===== src/rtl/led_seq_pkg.sv =====
`default_nettype none
// ============================================================================
// Module      : led_seq_pkg
// Description : Shared definitions for the LED sequencer: mode encodings,
//               button bit positions, default tick periods, rate-select
//               width and the command priority decoder.
// Ports       : none (package)
// Revision    : 1.0 - initial release
// ============================================================================
package led_seq_pkg;

    // Mode encoding matches the external o_mode field.
    typedef enum logic [1:0] {
        MODE_SHIFT_L = 2'd0,
        MODE_SHIFT_R = 2'd1,
        MODE_FLASH   = 2'd2,
        MODE_STOP    = 2'd3
    } mode_t;

    // Decoded command: valid when at least one button edge was seen.
    typedef struct packed {
        logic  valid;
        mode_t mode;
    } cmd_t;

    localparam int unsigned NB_BTN      = 4;
    localparam int unsigned BTN_SHIFT_L = 0;
    localparam int unsigned BTN_SHIFT_R = 1;
    localparam int unsigned BTN_FLASH   = 2;
    localparam int unsigned BTN_STOP    = 3;

    // Width of the rate-select field taken from the switch bank.
    localparam int unsigned RATE_W = 2;

    // Default prescaler limits; each tick period is LIMIT+1 cycles.
    localparam int unsigned DEF_LIMIT0 = (1 << 23) - 1;
    localparam int unsigned DEF_LIMIT1 = (1 << 24) - 1;
    localparam int unsigned DEF_LIMIT2 = (1 << 25) - 1;
    localparam int unsigned DEF_LIMIT3 = (1 << 26) - 1;

    // Resolve simultaneous button edges: STOP > FLASH > SHIFT_R > SHIFT_L.
    function automatic cmd_t decode_cmd(input logic [NB_BTN-1:0] rise);
        cmd_t c;
        c.valid = |rise;
        c.mode  = MODE_SHIFT_L;
        if (rise[BTN_STOP]) begin
            c.mode = MODE_STOP;
        end else if (rise[BTN_FLASH]) begin
            c.mode = MODE_FLASH;
        end else if (rise[BTN_SHIFT_R]) begin
            c.mode = MODE_SHIFT_R;
        end else begin
            c.mode = MODE_SHIFT_L;
        end
        return c;
    endfunction

endpackage
`default_nettype wire


===== src/rtl/led_seq_ctrl_tick_gen.sv =====
`default_nettype none
// ============================================================================
// Module      : tick_gen
// Description : Enable-gated prescaler. Counts up while enabled and emits a
//               one-cycle tick when the count reaches or passes the limit.
// Ports       : clock   - system clock
//               i_reset - synchronous active-high reset
//               enable  - count enable; when low the count holds, no tick
//               limit   - terminal count (period = limit + 1 cycles)
//               tick    - registered one-cycle strobe
// Revision    : 1.0 - initial release
// ============================================================================
module tick_gen #(
    parameter int unsigned NB_COUNT = 32
) (
    input  logic                clock,
    input  logic                i_reset,
    input  logic                enable,
    input  logic [NB_COUNT-1:0] limit,
    output logic                tick
);

    localparam logic [NB_COUNT-1:0] C_ONE = NB_COUNT'(1);

    logic [NB_COUNT-1:0] count;

    // A >= compare lets a lowered limit fire on the very next edge instead
    // of letting the counter wrap all the way around.
    always_ff @(posedge clock) begin
        if (i_reset) begin
            count <= '0;
            tick  <= 1'b0;
        end else if (enable) begin
            if (count >= limit) begin
                count <= '0;
                tick  <= 1'b1;
            end else begin
                count <= count + C_ONE;
                tick  <= 1'b0;
            end
        end else begin
            tick  <= 1'b0;
        end
    end

endmodule
`default_nettype wire


===== src/rtl/led_seq_ctrl.sv =====
`default_nettype none
// ============================================================================
// Module      : led_seq_ctrl
// Description : LED pattern sequencer. Button rising edges select a mode
//               (shift left, shift right, flash, stop); a prescaled tick
//               advances the LED pattern one cycle after each strobe.
// Ports       : clock   - system clock
//               i_reset - synchronous active-high reset
//               i_sw    - [0] run enable, [2:1] rate select (LIMIT0..3)
//               i_btn   - level buttons: [0] SHIFT_L [1] SHIFT_R
//                         [2] FLASH [3] STOP
//               o_led   - registered LED pattern
//               o_tick  - one-cycle strobe at each pattern-update instant
//               o_mode  - current mode (0 SHIFT_L, 1 SHIFT_R, 2 FLASH, 3 STOP)
// Notes       : NB_LEDS must be at least 2.
// Revision    : 1.0 - initial release
// ============================================================================
module led_seq_ctrl
    import led_seq_pkg::*;
#(
    parameter int unsigned NB_LEDS  = 4,
    parameter int unsigned NB_COUNT = 32,
    parameter int unsigned LIMIT0   = DEF_LIMIT0,
    parameter int unsigned LIMIT1   = DEF_LIMIT1,
    parameter int unsigned LIMIT2   = DEF_LIMIT2,
    parameter int unsigned LIMIT3   = DEF_LIMIT3
) (
    input  logic               clock,
    input  logic               i_reset,
    input  logic [2:0]         i_sw,
    input  logic [NB_BTN-1:0]  i_btn,
    output logic [NB_LEDS-1:0] o_led,
    output logic               o_tick,
    output logic [1:0]         o_mode
);

    localparam logic [NB_LEDS-1:0] C_LED_ONE_HOT = NB_LEDS'(1);

    logic [NB_BTN-1:0]   btn_q;
    logic [NB_BTN-1:0]   btn_mask;
    logic [NB_BTN-1:0]   rise;
    cmd_t                cmd;
    logic                run_en;
    logic [RATE_W-1:0]   rate_sel;
    logic [NB_COUNT-1:0] limit_sel;

    mode_t               mode_q;
    mode_t               mode_d;
    logic [NB_LEDS-1:0]  led_q;
    logic [NB_LEDS-1:0]  led_d;

    assign run_en   = i_sw[0];
    assign rate_sel = i_sw[2:1];

    // ------------------------------------------------------------------
    // Rate selection; a change takes effect in the same cycle.
    // ------------------------------------------------------------------
    always_comb begin
        limit_sel = NB_COUNT'(LIMIT0);
        unique case (rate_sel)
            2'd0:    limit_sel = NB_COUNT'(LIMIT0);
            2'd1:    limit_sel = NB_COUNT'(LIMIT1);
            2'd2:    limit_sel = NB_COUNT'(LIMIT2);
            default: limit_sel = NB_COUNT'(LIMIT3);
        endcase
    end

    tick_gen #(
        .NB_COUNT (NB_COUNT)
    ) u_tick_gen (
        .clock   (clock),
        .i_reset (i_reset),
        .enable  (run_en),
        .limit   (limit_sel),
        .tick    (o_tick)
    );

    // ------------------------------------------------------------------
    // Button edge detection. The button registers are cleared by reset,
    // so a button held through reset release would otherwise look like a
    // fresh press. btn_mask is set by reset and each bit drops only once
    // that button has been seen released, suppressing the false edge.
    // ------------------------------------------------------------------
    assign rise = i_btn & ~btn_q & ~btn_mask;
    assign cmd  = decode_cmd(rise);

    // ------------------------------------------------------------------
    // State register
    // ------------------------------------------------------------------
    always_ff @(posedge clock) begin
        if (i_reset) begin
            btn_q    <= '0;
            btn_mask <= '1;
            mode_q   <= MODE_SHIFT_L;
            led_q    <= C_LED_ONE_HOT;
        end else begin
            btn_q    <= i_btn;
            btn_mask <= btn_mask & i_btn;
            mode_q   <= mode_d;
            led_q    <= led_d;
        end
    end

    // ------------------------------------------------------------------
    // Next-state logic. A real mode change has priority over a pending
    // pattern update, which is dropped for that edge. A command naming
    // the current mode is not a transition and lets the update proceed.
    // ------------------------------------------------------------------
    always_comb begin
        mode_d = mode_q;
        led_d  = led_q;
        if (cmd.valid && (cmd.mode != mode_q)) begin
            mode_d = cmd.mode;
            // Leaving flash/stop for a shift mode restarts from bit 0;
            // shift-to-shift and entering flash/stop keep the pattern.
            if (((mode_q == MODE_FLASH) || (mode_q == MODE_STOP)) &&
                ((cmd.mode == MODE_SHIFT_L) || (cmd.mode == MODE_SHIFT_R))) begin
                led_d = C_LED_ONE_HOT;
            end
        end else if (o_tick) begin
            unique case (mode_q)
                MODE_SHIFT_L: led_d = {led_q[NB_LEDS-2:0], led_q[NB_LEDS-1]};
                MODE_SHIFT_R: led_d = {led_q[0], led_q[NB_LEDS-1:1]};
                MODE_FLASH:   led_d = ~led_q;
                MODE_STOP:    led_d = led_q;
                default:      led_d = led_q;
            endcase
        end
    end

    assign o_led  = led_q;
    assign o_mode = mode_q;

endmodule
`default_nettype wire


===== config.mk =====
export PLATFORM = sky130hd
export DESIGN_NAME = led_seq_ctrl
export DESIGN_NICKNAME = d
export VERILOG_FILES = /design/src/rtl/led_seq_pkg.sv /design/src/rtl/led_seq_ctrl_tick_gen.sv /design/src/rtl/led_seq_ctrl.sv
export SDC_FILE = /design/constraint.sdc
export NUM_CORES = 1
export LEC_CHECK = 0
export ABC_AREA = 1
export BUFFER_PORTS_ARGS = -buffer_cell sky130_fd_sc_hd__buf_4
export CAP_MARGIN = 30
export CELL_PAD_IN_SITES_DETAIL_PLACEMENT = 1
export CELL_PAD_IN_SITES_GLOBAL_PLACEMENT = 1
export CORE_MARGIN = 5
export CORE_UTILIZATION = 47
export CTS_CLUSTER_DIAMETER = 200
export DETAILED_ROUTE_END_ITERATION = 6
export PLACE_DENSITY_LB_ADDON = 0.1
export SKIP_CTS_REPAIR_TIMING = 1
export SLEW_MARGIN = 20
export SYNTH_ARGS = -nofsm -noshare
export SYNTH_HDL_FRONTEND = slang
export SYNTH_SLANG_ARGS = --single-unit

===== constraint.sdc =====
create_clock -name clock -period 5.36 [get_ports clock]
set_clock_uncertainty 0.2 [all_clocks]
set_input_delay 1.34 -clock clock [delete_from_list [all_inputs] [get_ports clock]]
set_output_delay 1.34 -clock clock [all_outputs]
set_load 0.02 [all_outputs]

Word level (Yosys, flattened, before mapping)
Cells that the tools add are included.

Register bits: 47. Output and inout port bits: 7. Word-level logic and storage cells: 45.

Add/sub/neg operators: 1. Magnitude comparators: 1. Equal/unequal tests: 9. Mux-type cells: 10. Bitwise gates (word level): 7. Reduce and logical (&&, ||, !) cells: 11.

Operators by type and width (number): 26-bit one-hot mux with 3 select lines (1); 32-bit by 1-bit adder with 32-bit output, second input constant (1); 32-bit by 26-bit greater-or-equal comparator with 1-bit output (1); 32-bit 2-to-1 mux (1); 4-bit AND (3); 4-bit 2-to-1 mux (3); 4-bit inverter (3); 4-bit one-hot mux with 3 select lines (1); 2-bit by 1-bit == test with 1-bit output, second input constant (3); 2-bit == test, second input constant (3); 2-bit zero test (3); 2-bit 2-to-1 mux (2); 4-bit OR reduction (1); 3-bit AND reduction (1); 1-bit logical AND (2); 1-bit logical OR (2); 1-bit 2-to-1 mux (2); 2-bit by 1-bit inequality test with 1-bit output, second input constant (1); 2-bit inequality test (1); 2-bit inequality test, second input constant (1); 2-bit nonzero test (1); 2-bit OR reduction (1); 1-bit inverter (1).

Depth between registers and ports, before layout
Gate-level depths: netlist (run 1).

Word-level depth: 11. Depth in mapped cells: 11. Depth with buffers taken out: 11.

By module
From an unflattened synthesis (run 1), not the netlist that was laid out.

Cells, all modules: 460. Area total of the unflattened synthesis: 3305.7 um2.

By module, submodules not included: tick_gen (times used 1, cells each 354, area an instance 2512.4 um2); led_seq_ctrl (times used 1, cells each 106, area an instance 793.3 um2).

Worst setup path after synthesis (run 1)
Ideal clock, no wire load.

Path kind: in2reg. Start point: input i_sw[1]. End point: register u_tick_gen.count[6]. Library setup time: 117 ps. Data arrival time: 2432 ps. Required time: 5043 ps. Path slack: 2611 ps. Cell stages on the path: 10. Path buffers: 1. Cell sequence: nand2_1 -> ha_1 -> nand4_1 -> nor2_1 -> nand4_1 -> nand2_1 -> nand2_1 -> nand2_2 -> buf_6 -> nor2_1.

Cells in the longest elaborated chain, start to end: 4.

RTL lines: start: declaration (line led_seq_ctrl.sv:30) `input logic [2:0] i_sw,`; 2-bit == test (tied with other cells) (line led_seq_ctrl.sv:60) `unique case (rate_sel)`; 26-bit one-hot mux with 3 select lines * (line led_seq_ctrl.sv:60); 32-bit by 26-bit greater-or-equal comparator with 1-bit output * (line led_seq_ctrl_tick_gen.sv:34) `if (count >= limit) begin`; 32-bit 2-to-1 mux * (line led_seq_ctrl_tick_gen.sv:34); end signal: assignment (line led_seq_ctrl_tick_gen.sv:38) `count <= count + C_ONE;`; end: declaration (line led_seq_ctrl_tick_gen.sv:25) `logic [NB_COUNT-1:0] count;`.

Mark *: on every way between the ends. The rest lies on a longest branch, timed or not. A chain may end at the register's enable or synchronous reset.

Final worst setup path (run 1)
Start point: input i_sw[2]. End point: register u_tick_gen.count[24].

The elaborated chain is that of the path after synthesis.

==> summary.txt, run 1 <==
Status
  – Status: completed

Worst setup path
  – Worst Setup End Kind: register
  – Worst endpoint required time: 5330 ps
  – Crit path arrival time: 2800 ps
  – CP most frequent cell: nand2_1
  – Cells along the critical path: buf_4 -> nand2_1 -> ha_1 -> nand4_1 -> nor2_1 -> nand4_1 -> nand2_1 -> nand2_1 -> nand2_2 -> nor2_1
  – CP max stage delay: 400 ps
  – Crit Path Class: input port to register
  – Slowest-stage cell, CP: nand2_2
  – Slack of the worst reg-to-reg path: 3240 ps
  – Startpoint Class: input port
  – Maximum fanout along the worst path: 27

Timing
  – Worst rel slew slack: 0.653
  – Actual slew at the worst max-slew pin: 518 ps
  – Final Cycle Share: 0.528
  – Post-route minimum period: 2830 ps
  – RSZ-0062 raised after global routing: false
  – Final Hold Viols: 0
  – Slew Limit Fails: 0
  – Endpoints failing setup: 0
  – Fmax: 353 MHz
  – Final TNS setup: 0 ps

Synth
  – Top post-synthesis cells by count: nand2_1 (53), inv_1 (48), nor2_1 (48)
  – Post-Syn Instances: 318
  – Ranking of synthesized cells by area: dfxtp_1 (40%), nand2_1 (8.5%), inv_1 (7.7%)
  – Synth Warn #: 0
  – EDFF count, synth: 0
  – Top-area cell type share of the netlist area: 0.401
  – Synth Net Count: 334
  – Post-synthesis sequential area ratio: 0.401
  – Avg Cell Area, Syn: 7.39 µm²
  – Number of synthesized register bits: 47
  – Ys async rst share: 0
  – Most common cell in the synthesized netlist: nand2_1
  – Largest area contributor in the netlist: dfxtp_1
  – Synth cell types: 31
  – Main synth FF type: dfxtp_1
  – Synthesized area: 0.00235 mm²

Finish
  – Antenna cells: 0
  – Fill count: 636
  – Share of cells above drive strength 1: 0.131
  – Area growth syn-to-layout: 12.8%
  – Post-Layout Cell Count: 404
  – Final core utilization: 0.554
  – FF/Latch Area: 941 µm²
  – Multi-input gate area: 0.00119 mm²
  – Nets: 352

GRT
  – All-Layer GR Usage: 0.183
  – Antenna violations before repair: 0
  – Largest net degree at the start of global routing: 28
  – Vias in the first global route: 2,169
  – GRT Residual Overflow: 0
  – First-pass GRT wire length: 9310 µm

Clocking
  – CTS Buf Count: 5
  – H-tree levels: 2
  – CTS tree: done
  – Clock Pin Slew Worst Setup and Hold Paths: 90 ps
  – Root Buffer: clkbuf_8
  – Skew-Pair Late Insertion Delay: 300 ps
  – CTS Sinks: 47
  – Clock buffer depth: 2

Die
  – Die area: 0.00651 mm²
  – CORE AREA: 0.00479 mm²
  – I/O pin count: 16
  – Chip width: 80.7 µm
  – Die Y: 80.7 µm
  – Initial core utilization: 0.491
  – Rows: 25

Placement
  – Number of port buffers: 15
  – Inst Count DP: 396
  – Routability-driven placement congestion ratio: 0.785
  – Post-DP HPWL: 4000 µm

Drt
  – WL/cell: 12.9 µm
  – Detailed Routing Iterations Pass 1: 4
  – First DRT Iteration DRCs: 50
  – Drt drc: 0
  – Routed Antenna Nets: 0
  – Via count: 2,035
  – WL final: 5230 µm
  – Post-DR vias/cell: 5.04

Min path
  – Hold Path Class: register to register

Power
  – VDD IR max: 0.000137 V
  – Pwr dens: 274 mW/mm²
  – Static Leak: 1.11 nW

Flow run
  – Maxcap violations: 0
## path summary, 6_finish.rpt
path	startpoint	endpoint	depth (start not counted)
setup / recovery	i_sw[2]	u_tick_gen.count[24]	10
hold / removal	u_tick_gen.count[30]	u_tick_gen.count[30]	2
setup reg to reg	u_tick_gen.count[0]	u_tick_gen.count[24]	8
hold reg to reg	u_tick_gen.count[30]	u_tick_gen.count[30]	2
## where the power goes
group          internal, W  leakage (nW)  switching (W)
Sequential        0.000356         0.382     0.00000504
Clock             0.000186        0.0644       0.000123
Combinational    0.0000197         0.668      0.0000361
## cell families after synthesis
| family | count (synthesis) | synth area share |
|---|---|---|
| fa+ha+maj | 7 | 0.0373 |
| buf+inv | 53 | 0.0916 |
| xor+xnor | 15 | 0.0559 |
| compound gates | 27 | 0.0629 |
| mux | 1 | 0.00426 |
| flops | 47 | 0.401 |
| simple gates | 168 | 0.347 |
## per-layer routing
metal	up-vias	global-route usage	share of wire
met2	14	0.357	0.52
met5	-	0	0
li1	1047	-	-
met3	6	0.0415	0.022
met1	968	0.193	0.44
met4	0	0.0541	0.012
## state kept, by name (all words and copies together), names as in the netlist
| register | flops |
|---|---|
| u_tick_gen.count | 32 |
| btn_mask | 4 |
| btn_q | 4 |
| o_led | 4 |
| o_mode | 2 |
| u_tick_gen.tick | 1 |
## final cells by class
type | instances | share of cell area
clock buffers | 5 | 0.0260
clock inverters | 3 | 0.0255
inverters | 49 | 0.0694
multi-input cells | 218 | 0.450
flip-flops and latches | 47 | 0.355
well taps | 67 | 0.0316
repair buffers | 15 | 0.0425
## worst max-delay path: cells and delay by family
family	cells	cell delay (ps)
adder cells (fa/ha/maj)	1	290
buffers and inverters	1	90
AND/OR/NAND/NOR	8	1070
## through the flow
| step | hold slack (ps) | area, µm² | setup slack, ps | power [W] |
|---|---|---|---|---|
| 6_report | 246 | 2650 | 2530 | 0.000726 |
| 5_1_grt | 284 | 2650 | 2340 | 0.000759 |
| 4_1_cts | 249 | 2650 | 2500 | 0.000738 |
| 3_5_place_dp | 236 | 2510 | 2200 | 0.000426 |
| 3_3_place_gp | 224 | 2510 | 2250 | 0.000423 |
| 2_1_floorplan | 214 | 2350 | 2610 | 0.000407 |
## placed cells by master (no fill, tap or decap)
master,synthesis,layout
nand4_1,10,10
nor2_4,4,4
or2_1,1,1
nor4_4,1,1
nand3_1,21,21
mux2i_1,1,1
bufinv_16,0,2
clkinvlp_4,0,1
nor2_2,5,5
buf_4,0,15
o22ai_1,6,6
nand2_1,53,53
nand3_2,1,1
dfxtp_1,47,47
nor2_1,48,48
xor2_1,9,9
nor3_4,1,1
nand2_4,2,2
o21ai_1,2,2
o31ai_1,1,1
inv_2,1,1
and3_1,2,2
o21ai_0,12,12
ha_1,7,7
nor4_1,1,1
nor3_1,12,12
nand2_2,6,6
xnor2_1,6,6
inv_1,48,48
a211oi_1,1,1
a21oi_1,5,5
clkbuf_8,0,5
Note: power is estimated with default switching activity, not from simulation.
==> run 2: changes to the inputs <==
CORE_UTILIZATION = 44   (was 47)
clock period = 2.7 ns   (was 5.36 ns; I/O delays follow)
==> run 2 against run 1 <==
Compared with the run above:
- routed wire length up 0.31%
- final area about the same
- cell count up 0.99%
- sequential power grew 99%
==> summary.txt, run 2 (synthesis gave the netlist of run 1 again) <==
Timing
  – Actual slew at the worst max-slew pin: 517 ps (was 518 ps)
  – RSZ-0062 raised after global routing: false (unchanged)
  – Fmax: 505 MHz
  – Final Hold Viols: 0 (unchanged)
  – Final Cycle Share: 0.733
  – Endpoints failing setup: 0 (unchanged)
  – Final TNS setup: 0 ps (unchanged)
  – Post-route minimum period: 1980 ps
  – Worst rel slew slack: 0.652 (was 0.653)
  – Slew Limit Fails: 0 (unchanged)

Drt
  – First DRT Iteration DRCs: 48 (was 50)
  – Post-DR vias/cell: 4.96 (was 5.04)
  – WL final: 5240 µm (was 5230 µm)
  – Via count: 2,024 (was 2,035)
  – Drt drc: 0 (unchanged)
  – WL/cell: 12.8 µm (was 12.9 µm)
  – Detailed Routing Iterations Pass 1: 4 (unchanged)
  – Routed Antenna Nets: 0 (unchanged)

Finish
  – Max reg flops: 32 (unchanged)
  – Reg with most FFs: u_tick_gen.count (unchanged)
  – Share of cells above drive strength 1: 0.133 (was 0.131)
  – Antenna cells: 0 (unchanged)
  – Area growth syn-to-layout: 12.9% (was 12.8%)
  – Commonest non-fill, non-tap cell in the layout: nand2_1 (unchanged)
  – Most frequent cells in the layout: nand2_1 (53), inv_1 (48), nor2_1 (48) (unchanged)
  – Nets: 353 (was 352)
  – Post-Layout Cell Count: 408 (was 404)

Worst setup path
  – Startpoint Class: input port (unchanged)
  – Slack of the worst reg-to-reg path: 740 ps (was 3240 ps)
  – Reg-to-reg startpoint: u_tick_gen.count[0] (unchanged)
  – Crit path arrival time: 2020 ps (was 2800 ps)
  – Worst Setup End Kind: register (unchanged)
  – Crit Path Class: input port to register (unchanged)
  – Slowest-stage cell, CP: ha_1 (was nand2_2)
  – CP max stage delay: 290 ps (was 400 ps)
  – Cells along the critical path: buf_4 -> nand2_1 -> ha_1 -> a21oi_1 -> nand4_1 -> a21oi_1 -> nand2_1 -> nand2_1 -> nand2_2 -> buf_12 -> nor2_1 (was buf_4 -> nand2_1 -> ha_1 -> nand4_1 -> nor2_1 -> nand4_1 -> nand2_1 -> nand2_1 -> nand2_2 -> nor2_1)
  – CP most frequent cell: nand2_1 (unchanged)
  – Maximum fanout along the worst path: 27 (unchanged)
  – R2R depth: 8 (unchanged)
  – Reg-to-Reg End: u_tick_gen.count[20] (was u_tick_gen.count[24])
  – Worst endpoint required time: 2740 ps (was 5330 ps)

Placement
  – Inst Count DP: 400 (was 396)
  – Post-DP HPWL: 4050 µm (was 4000 µm)
  – Number of port buffers: 15 (unchanged)
  – Routability-driven placement congestion ratio: 0.740 (was 0.785)

Die
  – Rows: 26 (was 25)
  – Initial core utilization: 0.457 (was 0.491)
  – Die area: 0.00690 mm² (was 0.00651 mm²)
  – Die Y: 83.1 µm (was 80.7 µm)
  – I/O pin count: 16 (unchanged)
  – Chip width: 83.1 µm (was 80.7 µm)
  – CORE AREA: 0.00514 mm² (was 0.00479 mm²)

GRT
  – Routing usage on met3: 0.0396 (was 0.0415)
  – Met1 Use GR: 0.196 (was 0.193)
  – Antenna violations before repair: 0 (unchanged)
  – Met2 Use GR: 0.286 (was 0.357)
  – All-Layer GR Usage: 0.163 (was 0.183)
  – Gr busiest metal: met2 (unchanged)
  – GRT Residual Overflow: 0 (unchanged)
  – Vias in the first global route: 2,037 (was 2,169)
  – First-pass GRT wire length: 9430 µm (was 9310 µm)
  – Largest net degree at the start of global routing: 28 (unchanged)

Min path
  – Hold Startpoint: u_tick_gen.count[28] (was u_tick_gen.count[30])
  – Hold endpoint: u_tick_gen.count[28] (was u_tick_gen.count[30])
  – Hold path cells: 2 (unchanged)
  – Hold Path Class: register to register (unchanged)

Power
  – VDD IR max: 0.000225 V (was 0.000137 V)
  – Static Leak: 1.11 nW (about the same)
  – Switch share: 0.246 (was 0.226)
  – Net switching power: 0.000335 W (was 0.000164 W)
  – Sequential Power Share: 0.526 (was 0.497)
  – Pwr dens: 514 mW/mm² (was 274 mW/mm²)
  – Comb power frac: 0.083 (was 0.077)
  – P_int: 0.00103 W (was 0.000562 W)
  – Clock share of power: 0.391 (was 0.426)

Flow run
  – Maxcap violations: 0 (unchanged)

Clocking
  – Root Buffer: clkbuf_8 (unchanged)
  – Skew-Pair Late Insertion Delay: 310 ps (was 300 ps)
  – H-tree levels: 2 (unchanged)
  – CTS tree: done (unchanged)
  – CTS Buf Count: 5 (unchanged)
  – Clock buffer depth: 2 (unchanged)
  – CTS Sinks: 47 (unchanged)
  – Clock Pin Slew Worst Setup and Hold Paths: 100 ps (was 90 ps)

Status
  – Status: completed (unchanged)
==> run 2: changes by cell type in the layout (fill, tap and decap cells not counted), sizes merged <==
cell,delta
bufinv,-1
inv,+1
buf,+1
==> run 2: critical path, delay by kind of cell <==
kind,cells,cell delay (ps)
AND/OR/NAND/NOR,6,510
adder cells (fa/ha/maj),1,290
buffers and inverters,2,260
AO/OA/AOI/OAI,2,260
==> run 2: metrics by stage <==
step	setup slack (ps)	hold slack [ps]	util	area, µm²	total power [W]
final	722	248	0.516	2650	0.00136
after global routing	578	274	0.516	2650	0.00143
after CTS	710	250	0.516	2650	0.00138
after detailed placement	406	233	0.494	2540	0.000848
after global placement	440	225	0.494	2540	0.000844
after floorplan	616	214	-	2350	0.000808
==> run 2: cell type report <==
type                       count  area, µm²
timing repair buffer          16        133
sequential                    47        941
clock inverter                 3       46.3
fill                         685       2490
clock buffer                   5       68.8
inverter                      49        184
multi-input combinational    218       1190
tap                           70       87.6
==> run 2: metal layers <==
metal	vias up	wire, µm
li1	1049	-
met5	-	0
met1	953	2430
met3	7	134
met4	0	62
met2	15	2610
==> run 2: worst max path at each step <==
stage | endpoint | depth (start not counted) | start | slack [ps]
global route | u_tick_gen.count[9] | 11 | i_sw[2] | 580
CTS | u_tick_gen.count[11] | 11 | i_sw[2] | 710
detailed placement | u_tick_gen.count[15] | 11 | i_sw[2] | 410
floorplan | u_tick_gen.count[6] | 10 | i_sw[1] | 620
global placement | u_tick_gen.count[15] | 11 | i_sw[2] | 440
finish | u_tick_gen.count[11] | 11 | i_sw[2] | 720
==> run 2: power by group through the flow <==
stage                      logic, W  registers [W]  clock network, W
final                      0.000113       0.000717          0.000533
after global routing       0.000131       0.000719          0.000583
after CTS                  0.000116       0.000717          0.000547
after detailed placement   0.000114       0.000733                 0
after global placement     0.000112       0.000733                 0
after floorplan           0.0000730       0.000735                 0
